### src/rtl/axi4lite_reg_slave.sv
// axi4lite_reg_slave
// AXI4-Lite slave exposing NUM_REGS read/write control registers.
// Write (AW/W/B) and read (AR/R) channels run two independent FSMs.
// Every bus output is a flop, so no output depends combinationally on a
// VALID or READY input.
//
// Ports:
//   ACLK, ARESET                        clock, asynchronous active-high reset
//   AWADDR/AWPROT/AWVALID/AWREADY       write address channel (AWPROT ignored)
//   WDATA/WSTRB/WVALID/WREADY           write data channel
//   BRESP/BVALID/BREADY                 write response channel
//   ARADDR/ARPROT/ARVALID/ARREADY       read address channel (ARPROT ignored)
//   RDATA/RRESP/RVALID/RREADY           read data channel
//   reg_q                               register contents, reg i at [i*DATA_WIDTH +: DATA_WIDTH]
//   reg_wr                              one-cycle pulse per register write
module axi4lite_reg_slave #(
  parameter int ADDR_WIDTH = 32,
  parameter int DATA_WIDTH = 32,
  parameter int STRB_WIDTH = DATA_WIDTH / 8,
  parameter int NUM_REGS   = 8,
  parameter logic [DATA_WIDTH-1:0] RESET_VAL = '0
) (
  input  logic                         ACLK,
  input  logic                         ARESET,
  input  logic [ADDR_WIDTH-1:0]        AWADDR,
  input  logic [2:0]                   AWPROT,
  input  logic                         AWVALID,
  output logic                         AWREADY,
  input  logic [DATA_WIDTH-1:0]        WDATA,
  input  logic [STRB_WIDTH-1:0]        WSTRB,
  input  logic                         WVALID,
  output logic                         WREADY,
  output logic [1:0]                   BRESP,
  output logic                         BVALID,
  input  logic                         BREADY,
  input  logic [ADDR_WIDTH-1:0]        ARADDR,
  input  logic [2:0]                   ARPROT,
  input  logic                         ARVALID,
  output logic                         ARREADY,
  output logic [DATA_WIDTH-1:0]        RDATA,
  output logic [1:0]                   RRESP,
  output logic                         RVALID,
  input  logic                         RREADY,
  output logic [NUM_REGS*DATA_WIDTH-1:0] reg_q,
  output logic [NUM_REGS-1:0]          reg_wr
);

  localparam int OFF = $clog2(STRB_WIDTH);
  localparam logic [ADDR_WIDTH-1:0] NREGS_A = ADDR_WIDTH'(NUM_REGS);
  localparam logic [1:0] RESP_OKAY   = 2'b00;
  localparam logic [1:0] RESP_SLVERR = 2'b10;

  typedef enum logic [1:0] {W_IDLE, W_HAVE_AW, W_HAVE_W, W_RESP} wstate_t;
  typedef enum logic {R_IDLE, R_DATA} rstate_t;

  wstate_t wstate_q, wstate_d;
  rstate_t rstate_q, rstate_d;

  logic [DATA_WIDTH-1:0] bank_q [NUM_REGS];

  logic                  awready_q, awready_d, wready_q, wready_d;
  logic                  bvalid_q, bvalid_d;
  logic [1:0]            bresp_q, bresp_d;
  logic [ADDR_WIDTH-1:0] awaddr_q;
  logic [DATA_WIDTH-1:0] wdata_q;
  logic [STRB_WIDTH-1:0] wstrb_q;
  logic [NUM_REGS-1:0]   reg_wr_q, wr_onehot;

  logic                  arready_q, arready_d, rvalid_q, rvalid_d;
  logic [DATA_WIDTH-1:0] rdata_q, rdata_d, rd_mux;
  logic [1:0]            rresp_q, rresp_d;

  logic                  aw_hs, w_hs, ar_hs, commit;
  logic [ADDR_WIDTH-1:0] wr_addr, wr_idx, rd_idx;
  logic [DATA_WIDTH-1:0] wr_data;
  logic [STRB_WIDTH-1:0] wr_strb;
  logic                  wr_in_range, rd_in_range;

  logic unused_ok;
  assign unused_ok = &{1'b0, AWPROT, ARPROT};

  assign aw_hs = AWVALID && awready_q;
  assign w_hs  = WVALID && wready_q;
  assign ar_hs = ARVALID && arready_q;

  // The committing beat takes whichever half was captured earlier from the
  // holding flops and the other half straight from the bus.
  assign wr_addr     = (wstate_q == W_HAVE_AW) ? awaddr_q : AWADDR;
  assign wr_data     = (wstate_q == W_HAVE_W) ? wdata_q : WDATA;
  assign wr_strb     = (wstate_q == W_HAVE_W) ? wstrb_q : WSTRB;
  assign wr_idx      = wr_addr >> OFF;
  assign wr_in_range = wr_idx < NREGS_A;
  assign rd_idx      = ARADDR >> OFF;
  assign rd_in_range = rd_idx < NREGS_A;

  // Write FSM: next state and next-cycle output values.
  always_comb begin
    wstate_d = wstate_q;
    commit   = 1'b0;
    bresp_d  = bresp_q;
    case (wstate_q)
      W_IDLE: begin
        if (aw_hs && w_hs) begin
          wstate_d = W_RESP;
          commit   = 1'b1;
        end else if (aw_hs) begin
          wstate_d = W_HAVE_AW;
        end else if (w_hs) begin
          wstate_d = W_HAVE_W;
        end
      end
      W_HAVE_AW: if (w_hs) begin
        wstate_d = W_RESP;
        commit   = 1'b1;
      end
      W_HAVE_W: if (aw_hs) begin
        wstate_d = W_RESP;
        commit   = 1'b1;
      end
      W_RESP: if (bvalid_q && BREADY) wstate_d = W_IDLE;
      default: wstate_d = W_IDLE;
    endcase
    if (commit) bresp_d = wr_in_range ? RESP_OKAY : RESP_SLVERR;
    awready_d = (wstate_d == W_IDLE) || (wstate_d == W_HAVE_W);
    wready_d  = (wstate_d == W_IDLE) || (wstate_d == W_HAVE_AW);
    bvalid_d  = (wstate_d == W_RESP);
    wr_onehot = '0;
    for (int i = 0; i < NUM_REGS; i++)
      wr_onehot[i] = commit && wr_in_range && (wr_idx == ADDR_WIDTH'(i));
  end

  always_ff @(posedge ACLK or posedge ARESET) begin
    if (ARESET) begin
      wstate_q  <= W_IDLE;
      awready_q <= 1'b0;
      wready_q  <= 1'b0;
      bvalid_q  <= 1'b0;
      bresp_q   <= RESP_OKAY;
      awaddr_q  <= '0;
      wdata_q   <= '0;
      wstrb_q   <= '0;
      reg_wr_q  <= '0;
    end else begin
      wstate_q  <= wstate_d;
      awready_q <= awready_d;
      wready_q  <= wready_d;
      bvalid_q  <= bvalid_d;
      bresp_q   <= bresp_d;
      reg_wr_q  <= wr_onehot;
      if (aw_hs) awaddr_q <= AWADDR;
      if (w_hs) begin
        wdata_q <= WDATA;
        wstrb_q <= WSTRB;
      end
    end
  end

  // Register bank: byte lanes without a strobe bit keep their value.
  always_ff @(posedge ACLK or posedge ARESET) begin
    if (ARESET) begin
      for (int i = 0; i < NUM_REGS; i++) bank_q[i] <= RESET_VAL;
    end else begin
      for (int i = 0; i < NUM_REGS; i++)
        if (wr_onehot[i])
          for (int b = 0; b < STRB_WIDTH; b++)
            if (wr_strb[b]) bank_q[i][b*8 +: 8] <= wr_data[b*8 +: 8];
    end
  end

  // Read mux samples the bank before any same-edge write lands, so a
  // colliding read returns the old value. Out-of-range indices match nothing.
  always_comb begin
    rd_mux = '0;
    for (int i = 0; i < NUM_REGS; i++)
      if (rd_idx == ADDR_WIDTH'(i)) rd_mux = bank_q[i];
  end

  // Read FSM: next state and next-cycle output values.
  always_comb begin
    rstate_d = rstate_q;
    rdata_d  = rdata_q;
    rresp_d  = rresp_q;
    case (rstate_q)
      R_IDLE: if (ar_hs) begin
        rstate_d = R_DATA;
        rdata_d  = rd_mux;
        rresp_d  = rd_in_range ? RESP_OKAY : RESP_SLVERR;
      end
      R_DATA: if (rvalid_q && RREADY) rstate_d = R_IDLE;
      default: rstate_d = R_IDLE;
    endcase
    arready_d = (rstate_d == R_IDLE);
    rvalid_d  = (rstate_d == R_DATA);
  end

  always_ff @(posedge ACLK or posedge ARESET) begin
    if (ARESET) begin
      rstate_q  <= R_IDLE;
      arready_q <= 1'b0;
      rvalid_q  <= 1'b0;
      rdata_q   <= '0;
      rresp_q   <= RESP_OKAY;
    end else begin
      rstate_q  <= rstate_d;
      arready_q <= arready_d;
      rvalid_q  <= rvalid_d;
      rdata_q   <= rdata_d;
      rresp_q   <= rresp_d;
    end
  end

  assign AWREADY = awready_q;
  assign WREADY  = wready_q;
  assign BVALID  = bvalid_q;
  assign BRESP   = bresp_q;
  assign ARREADY = arready_q;
  assign RVALID  = rvalid_q;
  assign RDATA   = rdata_q;
  assign RRESP   = rresp_q;
  assign reg_wr  = reg_wr_q;

  for (genvar gi = 0; gi < NUM_REGS; gi++) begin : g_regq
    assign reg_q[gi*DATA_WIDTH +: DATA_WIDTH] = bank_q[gi];
  end

endmodule
### config.mk
export PLATFORM = sky130hd
export DESIGN_NAME = axi4lite_reg_slave
export DESIGN_NICKNAME = d
export VERILOG_FILES = /design/src/rtl/axi4lite_reg_slave.sv
export SDC_FILE = /design/constraint.sdc
export NUM_CORES = 1
export LEC_CHECK = 0
export CORE_MARGIN = 2
export CORE_UTILIZATION = 45
export DETAILED_ROUTE_END_ITERATION = 8
export PLACE_DENSITY = 0.73
export SLEW_MARGIN = 5
export SYNTH_ARGS = -nofsm -noshare
export SYNTH_HDL_FRONTEND = slang
export SYNTH_SLANG_ARGS = --single-unit
### constraint.sdc
create_clock -name ACLK -period 11.5 [get_ports ACLK]
set_clock_uncertainty 0.15 [all_clocks]
set_input_delay 1.15 -clock ACLK [delete_from_list [all_inputs] [get_ports ACLK]]
set_output_delay 1.15 -clock ACLK [all_outputs]
set_load 0.01 [all_outputs]
# --- Word level (Yosys, flattened, before mapping) ---
# Index checks and enable logic that the tools add are counted.
word_totals:
  rom_bits: 0
  latchBits: 0
  mem_count: 0
  inputBits: 113
  reg_bits: 375
  out_inout_bits: 305
  mem_bits_rw: 0
classes:
  shift: 0
  n_lt_le_gt_ge: 2
  div: 0
  eq_ne: 20
  bitwise_logic: 2
  n_mux: 27
  addsub: 0
  n_reduce_logical: 54
  mul: 0
op_table:
  columns: ["op", "n"]
  rows:
  - ["32-bit 2-to-1 mux", 10]
  - ["30-bit by 3-bit equality test with 1-bit output, second input constant", 8]
  - ["30-bit by 2-bit equality test with 1-bit output, second input constant", 4]
  - ["2-bit AND reduction", 33]
  - ["32-bit zero test", 2]
  - ["30-bit by 1-bit equality test with 1-bit output, second input constant", 2]
  - ["30-bit by 4-bit less-than comparator with 1-bit output, second input constant", 2]
  - ["2-bit 2-to-1 mux", 8]
  - ["1-bit logical AND", 15]
  - ["2-bit equality test, second input constant", 4]
  - ["2-bit case mux with 4 select lines", 1]
  - ["1-bit 2-to-1 mux", 5]
  - ["2-bit by 1-bit equality test with 1-bit output, second input constant", 2]
  - ["2-bit zero test", 2]
  - ["4-bit 2-to-1 mux", 1]
  - ["1-bit case mux with 3 select lines", 1]
  - ["1-bit logical OR", 2]
  - ["1-bit NOT", 2]
  - ["1-bit case mux with 2 select lines", 1]

# --- Longest topological paths before layout ---
depth:
  ltp_word: 9
  mapped_depth: 9
  depth_no_buf: 5

# --- Worst setup path after synthesis ---
# No wires, ideal clock.
synth_path:
  kind: "input -> register"
  from: "input AWADDR[29]"
  to: "register bank_q (netlist bit reg_q[107])"
  n_path_buf: 2
  setup_time_ns: 0.125
  path_slack_ns: 7.905
  path_stages: 7
  arrival_time_ns: 3.320
  cell_sequence: "nor4_1 -> nand3_1 -> o21a_1 -> buf_1 -> clkbuf_1 -> nor4_4 -> mux2_2"
synth_via:
  elab_chain_cells: 5
  elab_cells_between_ends: 6
  classes_between: "order compare: 1; eq/ne: 1; mux: 1; reduce/logical: 3"
synth_rtl:
  columns: ["element", "line_no", "text"]
  rows:
  - ["start, declared", "25", "input logic [ADDR_WIDTH-1:0] AWADDR,"]
  - ["32-bit 2-to-1 mux *", "88", "assign wr_addr = (wstate_q == W_HAVE_AW) ? awaddr_q : AWADDR;"]
  - ["30-bit by 4-bit less-than comparator with 1-bit output", "92", "assign wr_in_range = wr_idx < NREGS_A;"]
  - ["1-bit logical AND", "129", "wr_onehot[i] = commit && wr_in_range && (wr_idx == ADDR_WIDTH'(i));"]
  - ["1-bit logical AND *", "129", null]
  - ["2-bit AND reduction (no source line) *", null, null]
  - ["end signal, assigned by index", "166", "if (wr_strb[b]) bank_q[i][b*8 +: 8] <= wr_data[b*8 +: 8];"]
  - ["end, declared", "59", "logic [DATA_WIDTH-1:0] bank_q [NUM_REGS];"]
# Every way passes the cells marked *; elsewhere a longest branch is shown, timed or not.
# A chain may end at the register's enable or synchronous reset.

# --- Final worst setup path ---
layout_path:
  from: "input AWADDR[4]"
  to: "register bank_q (netlist bit reg_q[119])"
# Same word-level chain as after synthesis.

==> results_dict.tcl <==
set metrics [dict create \
    finish.instance_area_sq_um 23200 \
    cts_tree "yes" \
    maxCapViolations 0 \
    track_usage 0.286 \
    grt_pass1_vias 13800 \
    r2r_slack_ns 7.09 \
    grt_overflow 0 \
    cp-end-kind "flop" \
    vias_per_cell 5.97 \
    die_w_um 201 \
    yosysUniqueCellTypes 52 \
    outcome "finished, final reports clean" \
    rows 71 \
    nNetsFinal 1853 \
    hold_viol 0 \
    postCtsSetupBuffers 0 \
    drive_above_1_share 0.287 \
    gp_congestion 0.878 \
    p_leak_nw 10.4 \
    wirelength_um 58400 \
    synthCells 1370 \
    clk_pin_slew_ns 0.06 \
    r2r-end "reg_q[119]$_DFFE_PP0P_" \
    cts-resized-gates 0 \
    dp.cells 2208 \
    fin_crit_sh 0.389 \
    firstDrtPassIters 5 \
    hold_class "reg2reg" \
    fmax_ghz 0.224 \
    ff2ff_path_depth 5 \
    fin_hold_ws_ns 0.330 \
    pre_cts_ws_ns 6.54 \
    synthesis.area_sq_um 17400 \
    netlist_top_cells_count "mux2_2 (403), dfrtp_1 (371), o21ai_0 (100), clkbuf_1 (75), nor2_1 (62)" \
    die_y_um 201 \
    core-area_sq_um 37800 \
    drt_iter0_drc 798 \
    async_reset_ff_frac 1.00 \
    drc_errors 0 \
    vias 13600 \
    worstSetupPathType "in2reg" \
    antenna_found_initial 2 \
    cp-start-kind "input port" \
    ios 418 \
    area_growth_syn_to_layout_pct 33.4 \
    powerDensity_nw_per_um2 154 \
    rsz0062_at_grt "no" \
    crit_start "AWADDR[4]" \
    ir_drop_mv 0.145 \
    min_path_cells 2 \
    grt_max_degree 179 \
    synth-seq-cells 371 \
    ys_seq_area_frac 0.534 \
    synth-main-ff-cell "dfrtp_1" \
    yosys.cell_count.top_type "mux2_2" \
    grt_pass1_wl_um 88000 \
    slew_headroom 0.170 \
    yosys_warnings 0 \
    portBuffers 405 \
    dp_hpwl_um 39200 \
    yosysTopAreaCellShare 0.534 \
    final-setup-viol-count 0 \
    initial_core_util 0.459 \
    fin_tns_setup_ns 0 \
    routedWlPerCell_um 25.6 \
    clk_path_buf_depth 3 \
    antenna_left 0 \
    layout.cells.non_filler 2279 \
    placed_cell_area_sq_um 21900 \
    finalCriticalPeriod_ns 4.47 \
    hold_buffers 0 \
    synth_top_area_cell "dfrtp_1" \
    fin_util 0.612 \
    cp_max_fo 21 \
    fin_ws_ns 7.03 \
    clk-insertion-delay-late_ns 0.54 \
    syn_avg_cell_area_sq_um 12.7 \
    yosys-top-cells-area "dfrtp_1 (53%), mux2_2 (26%), o21ai_0 (2.9%)" \
    r2r_start "wstate_q[1]$_DFF_PP0_" \
    crit_arrival_ns 4.74 \
    cp.required_ns 11.77 \
    drv_slew 0 \
    numCtsBuffers 41 \
    root_buffer "clkbuf_16" \
    num_antenna_cells 0 \
    worstHoldEndpoint "RDATA[29]$_DFFE_PP0P_" \
    htree_levels 2 \
    min_from "RDATA[29]$_DFFE_PP0P_" \
    tightest_slew_ns 1.24 \
    totalPowerFinal_mw 3.57 \
    synth_edf_count 0 \
    dieArea_sq_um 40200 \
    cts.sinks 371 \
]
==> kinds of logic after synthesis <==
group / count (synthesis) / share of synthesized area
muxes: 415 / 0.268
AOI/OAI and AO/OA: 250 / 0.0963
DFF: 371 / 0.534
other: 1 / 0.000216
buffers and inverters: 101 / 0.0233
and+or+nand+nor: 232 / 0.0778
==> metal layers <==
layer | vias to the layer above | GRT usage | routed length [um]
met4 | 0 | 0.114 | 2350
met5 | - | 0 | 0
li1 | 5865 | - | -
met1 | 6967 | 0.373 | 24000
met3 | 132 | 0.0675 | 4380
met2 | 631 | 0.463 | 27600
==> layout make-up <==
| class | instances | area, sq um |
|---|---|---|
| flip-flops and latches | 371 | 9280 |
| well taps | 511 | 639 |
| clock inverters | 8 | 71.3 |
| multi-input cells | 899 | 7750 |
| repair buffers | 420 | 4180 |
| inverters | 7 | 30.0 |
| clock buffers | 63 | 1230 |
| fillers | 3063 | 14700 |
==> cells in the final DEF, fill, tap and decap left out, types with 6 or more instances in the layout <==
| cell type | netlist | final |
|---|---|---|
| clkbuf_1 | 75 | 12 |
| buf_4 | 3 | 15 |
| o21ai_0 | 100 | 99 |
| nor4_1 | 16 | 16 |
| or4_1 | 8 | 8 |
| dfrtp_1 | 371 | 371 |
| clkbuf_8 | 0 | 8 |
| nor2_1 | 62 | 62 |
| mux2_2 | 403 | 403 |
| a21o_1 | 10 | 10 |
| o2111ai_1 | 7 | 7 |
| o41ai_1 | 21 | 21 |
| o31a_1 | 20 | 20 |
| o22ai_1 | 24 | 24 |
| nand4_1 | 20 | 20 |
| nor2b_1 | 20 | 19 |
| clkbuf_16 | 0 | 43 |
| nor3_1 | 19 | 19 |
| mux2i_1 | 9 | 7 |
| o21bai_1 | 12 | 12 |
| a41o_1 | 7 | 7 |
| a21oi_1 | 12 | 12 |
| a2111oi_0 | 9 | 9 |
| nor4_4 | 12 | 12 |
| clkdlybuf4s50_1 | 0 | 401 |
| nand2_1 | 42 | 40 |
| o22a_1 | 9 | 9 |
| inv_1 | 7 | 6 |
| nand3_1 | 15 | 14 |
==> registers in the layout, summed over array words and instances (netlist names), 2 cells and up <==
name	cells
RDATA	32
wdata_q	32
reg_wr	8
wstrb_q	4
wstate_q	2
reg_q	256
awaddr_q	30
==> worst max-delay path by stage <==
stage,to,cells after the start
2_1_floorplan,ARREADY$_DFF_PP0_,1
3_3_place_gp,reg_q[116]$_DFFE_PP0P_,5
3_5_place_dp,reg_q[119]$_DFFE_PP0P_,5
4_1_cts,reg_q[119]$_DFFE_PP0P_,5
5_1_grt,reg_q[116]$_DFFE_PP0P_,5
6_report,reg_q[119]$_DFFE_PP0P_,5
==> critical path, stage by stage <==
cell             delay [ns]
clkdlybuf4s50_1        0.46
mux2i_2                0.91
nand2_1                0.82
nor4_4                 0.97
mux2_2                 0.42
==> where the power goes <==
group | leakage (nW) | total, mW | switching, mW | internal (mW)
registers | 5.00 | 1.53 | 0.0811 | 1.45
clock network | 0.640 | 1.28 | 0.524 | 0.757
logic | 4.76 | 0.756 | 0.436 | 0.320
(Power assumes the default switching activity.)
